## config.mk

```make
export PLATFORM = sky130hd
export DESIGN_NAME = aes_job_arbiter
export DESIGN_NICKNAME = d
export VERILOG_FILES = /design/src/rtl/aes_job_arbiter.sv
export SDC_FILE = /design/constraint.sdc
export NUM_CORES = 1
export LEC_CHECK = 0
export BUFFER_PORTS_ARGS = -buffer_cell sky130_fd_sc_hd__buf_4
export CAP_MARGIN = 20
export CORE_AREA = 3 3 404 406
export DETAILED_ROUTE_END_ITERATION = 16
export DIE_AREA = 0 0 407 409
export HOLD_SLACK_MARGIN = 0.12
export SLEW_MARGIN = 20
export SYNTH_ARGS = -nofsm -noshare
export SYNTH_HDL_FRONTEND = slang
export SYNTH_SLANG_ARGS = --single-unit
```

## constraint.sdc

```tcl
create_clock -name clk -period 5.24 [get_ports clk]
set_clock_uncertainty 0.15 [all_clocks]
set_input_delay 0.524 -clock clk [delete_from_list [all_inputs] [get_ports clk]]
set_output_delay 0.524 -clock clk [all_outputs]
set_load 0.02 [all_outputs]
```

## src/rtl/aes_job_arbiter.sv

```systemverilog
// Two-requester arbiter in front of a single shared AES decrypt core.
// Alternating priority on ties, one job in flight, core-done timeout with error response.
module aes_job_arbiter #(
    parameter int unsigned TIMEOUT_CYCLES = 64
) (
    input  logic         clk,
    input  logic         rst,
    input  logic         req0_valid,
    input  logic         req1_valid,
    output logic         req0_ready,
    output logic         req1_ready,
    input  logic [127:0] req0_text,
    input  logic [127:0] req1_text,
    input  logic [127:0] req0_key,
    input  logic [127:0] req1_key,
    output logic         core_start,
    output logic [127:0] core_text,
    output logic [127:0] core_key,
    input  logic         core_done,
    input  logic [127:0] core_result,
    output logic         rsp_valid,
    input  logic         rsp_ready,
    output logic [127:0] rsp_data,
    output logic         rsp_id,
    output logic         rsp_err
);
    localparam int unsigned TW = 8;
    // Timer starts at 0 in the first WAIT cycle, so the final WAIT cycle
    // (TIMEOUT_CYCLES-1 cycles after core_start) sees TIMEOUT_CYCLES-2.
    localparam logic [TW-1:0] TIMER_LAST = TW'(TIMEOUT_CYCLES - 32'd2);

    typedef enum logic [1:0] {IDLE, ISSUE, WAIT, RESP} state_t;

    state_t          state;
    state_t          state_next;
    logic            last_grant;
    logic            grant;
    logic            timeout_hit;
    logic [TW-1:0]   timer;

    assign timeout_hit = (timer == TIMER_LAST);
    assign core_start  = (state == ISSUE);
    assign rsp_valid   = (state == RESP);

    // Next state and combinational request acceptance
    always_comb begin
        state_next = state;
        req0_ready = 1'b0;
        req1_ready = 1'b0;
        grant      = (req0_valid && req1_valid) ? ~last_grant : req1_valid;
        case (state)
            IDLE: begin
                req0_ready = !rst && req0_valid && !grant;
                req1_ready = !rst && req1_valid && grant;
                if (req0_ready || req1_ready) state_next = ISSUE;
            end
            ISSUE: state_next = WAIT;
            WAIT:  if (core_done || timeout_hit) state_next = RESP;
            RESP:  if (rsp_ready) state_next = IDLE;
            default: state_next = IDLE;
        endcase
    end

    // State register and job/response datapath
    always_ff @(posedge clk) begin
        if (rst) begin
            state      <= IDLE;
            timer      <= '0;
            last_grant <= 1'b1;
            core_text  <= '0;
            core_key   <= '0;
            rsp_data   <= '0;
            rsp_id     <= 1'b0;
            rsp_err    <= 1'b0;
        end else begin
            state <= state_next;
            case (state)
                IDLE: begin
                    if (req0_ready || req1_ready) begin
                        core_text <= grant ? req1_text : req0_text;
                        core_key  <= grant ? req1_key  : req0_key;
                        rsp_id    <= grant;
                    end
                end
                ISSUE: timer <= '0;
                WAIT: begin
                    timer <= timer + TW'(1);
                    // A done on the timeout cycle still counts as success
                    if (core_done) begin
                        rsp_data <= core_result;
                        rsp_err  <= 1'b0;
                    end else if (timeout_hit) begin
                        rsp_data <= '0;
                        rsp_err  <= 1'b1;
                    end
                end
                RESP: if (rsp_ready) last_grant <= rsp_id;
                default: ;
            endcase
        end
    end
endmodule

```

==> summary.md <==
| Metric | Value |
|---|---|
| Static leakage | `14.9 nW` |
| EDFF count, synth | `0` |
| Sequential cell area | `7950 um2` |
| PwrDens | `390 nW/um2` |
| Htree depth | `2` |
| Clk slew on worst S/H paths | `0.06 ns` |
| Peak VDD IR | `about 0.00022 V` |
| DR iter-0 viols | `1552` |
| Slowest CP cell | `nor2_8` |
| Final Power | `~13 mW` |
| Fin crit period | `3.45 ns` |
| Syn avg cell area | `8.83 um2` |
| Num rows | `147` |
| Worst-Skew Late Latency | `0.64 ns` |
| GRT Util Overall | `around 15%` |
| CTS Buffer Depth | `3` |
| CP Capture Type | `flop` |
| Die Area | `166000 um2` |
| # Max-Cap Violations | `0` |
| Io pins | `between 1k and 1.5k` |
| Yosys reg bits | `397` |
| Async S/R FF share, synth | `0%` |
| Num CTS Buffers | `51` |
| Quantity of I/O buffers inserted on ports | `approximately 1.0k` |
| Period utilisation layout | `65.8%` |
| Core area | `160000 um2` |
| Die height | `between 400 and 500 um` |
| Fillers | `17.4k` |
| Critical path's largest stage delay | `about 0.7 ns` |
| Initial core utilization | `9.86%` |
| Post-Synthesis Net Count | `2440` |
| Area Overhead vs Synth | `115%` |
| Via count | `21.0k` |
| Fin. Hold Viols | `0` |
| Critical path startpoint category | `flop` |
| Largest net degree at the start of global routing | `between 100 and 150` |
| Tightest Hold Check Type | `input port to flop` |
| CP bufs+invs | `3` |
| Initial antenna violation count | `91` |
| Ys Warns | `0` |
| Sequential-to-total area share from yosys stat | `50.3%` |
| Fmax | `around 290 MHz` |
| Routability Congestion | `0.941` |
| Pre-antenna DRT Iters | `5` |
| Setup slack, reg-to-reg | `1.79 ns` |
| RSZ-0062 raised after global routing | `no` |
| Count of final setup violators | `0` |
| Main synth FF type | `dfxtp_1` |
| Area of the multi-input gates | `7020 um2` |
| First-pass GRT wire length | `roughly 180000 um` |
| Crit path kind | `flop to flop` |
| DR WL/cell | `23.7 um` |
| Hold Slack | `roughly 0.18 ns` |
| Data required, critical path | `5.65 ns` |
| Relative slew slack | `around a third` |
| Delay-heaviest family, CP | `buffers and inverters` |
| Layout cell share with drive strength beyond 1 | `35.5%` |
| CTS tree | `yes` |
| Ordered cell list for the critical path | `inv_1, ha_1, nand2b_4, nor2_8, buf_4, nor2_1, a311oi_1, dlygate4sd3_1` |
| Clock tree root driver cell | `clkbuf_16` |
| Post-Syn Area | `15800 um2` |
| CP Data Arrival Time | `between 3 and 4 ns` |
| Post-DP HPWL | `about 110000 um` |
| Status | `completed` |
| Detail Route Antenna Nets | `0` |
| Clock sink count | `397` |
| GRT overflow | `0` |
| Nets | `4026` |
| Vias in the first global route | `21.2k` |
| Max-slew violations | `0` |
| Avg Vias per Cell | `approximately 3.7` |
| Drc violations | `0` |
| Final WL | `~130000 um` |
| Synth Instances | `approximately 1.8k` |
| Worst slew pin tran | `0.994 ns` |
| CP max FO | `50` |
| Post-synth cell types | `38` |
| Die X | `slightly above 400 um` |
| Setup TNS | `0 ns` |
## metrics by stage
stage | instance area [um2] | utilization, % | std cells | worst slack, ns
2_1_floorplan | 15800 | - | 1788 | 2.98
3_3_place_gp | 25800 | 16.1 | 4845 | 2.23
3_5_place_dp | 25800 | 16.1 | 4845 | 2.17
4_1_cts | 33900 | 21.1 | 5577 | 1.90
5_1_grt | 34000 | 21.2 | 5612 | 1.58
6_report | 34000 | 21.2 | 5630 | 1.79
## what timing repair did
| item | 4_1_cts | 5_1_grt |
|---|---|---|
| endpoints found under the hold margin | 386 | 0 |
| setup endpoints to repair | 0 | 0 |
| hold buffers | 636 | 0 |
| setup buffers | 0 | 0 |
| resized for setup | 0 | 0 |
## flip-flops by register name, summed over array words and instances (netlist names)
name        cells
state           2
rsp_id          1
timer           8
core_key      128
rsp_err         1
core_text     128
rsp_data      128
last_grant      1
## cell usage in the layout, fill, tap and decap left out, drive strengths merged, types with 5 or more instances in the layout
master and n:
clkbuf 73, ha 6, clkinvlp 5, a22o 128, dlygate4sd3 636, clkinv 14
xor2 6, buf 1070, nand2b 5, a311oi 256, inv 9, nor2 268
dfxtp 397, diode 53, nand2 517
## routing by layer
layer / routed length, um / GRT usage, %
met5: 177 / 0
met4: 6040 / 7.43
met3: 12900 / 6.18
met2: 61000 / 24.1
met1: 53100 / 17.7
## worst reg2reg max path, cell delays in order, from the launching register on
cell,delay (ns)
dfxtp_1,0.35
inv_1,0.09
ha_1,0.27
nand2b_4,0.11
nor2_8,0.68
buf_4,0.67
nor2_1,0.10
a311oi_1,0.32
dlygate4sd3_1,0.62
## cells by family (layout without fill, tap and decap cells)
family / Yosys count / after routing / share of synthesized area [%]
AOI/OAI and AO/OA: 397 / 397 / 23.9
xor gates and xnor gates: 6 / 6 / 0.333
adders and majority gates: 6 / 6 / 0.475
buffers and inverters: 179 / 1808 / 5.45
DFF: 397 / 397 / 50.3
muxes: 1 / 1 / 0.0634
other: 0 / 53 / 0
and+or+nand+nor: 802 / 802 / 19.5
## final cells by class
| cell class | instances | share of cell area [%] |
|---|---|---|
| repair buffers | 1706 | 42.6 |
| diodes | 53 | 0.390 |
| inverters | 6 | 0.0662 |
| clock buffers | 73 | 4.41 |
| clock inverters | 23 | 0.534 |
| multi-input cells | 1212 | 20.6 |
| flip-flops and latches | 397 | 23.4 |
| well taps | 2160 | 7.95 |
## synth_stat cells (all sizes together), types with 2 or more instances
library cell	number	area, um2
nand2	517	1940
dfxtp	397	7950
nor2	268	1020
a311oi	256	2550
a22o	128	1120
buf	101	568
clkbuf	72	270
ha	6	75.1
inv	6	22.5
xor2	6	52.6
nand2b	5	38.8
a21oi	3	15.0
nand3	3	15.0
nand4	2	12.5
## final timing paths
check / from / end / depth (start not counted)
setup / recovery: state[0] / core_key[79] / 8
setup reg to reg: state[0] / core_key[79] / 8
hold reg to reg: rsp_data[50] / rsp_data[50] / 1
hold / removal: req1_key[40] / core_key[40] / 3
## where the power goes
group          internal (mW)  switching [mW]  total [mW]
clock                   2.05            1.54        3.59
sequential              3.68           0.430        4.11
combinational           2.57            3.00        5.57
total                   8.29            4.98        13.3
Power figures use the tool's default switching activity.
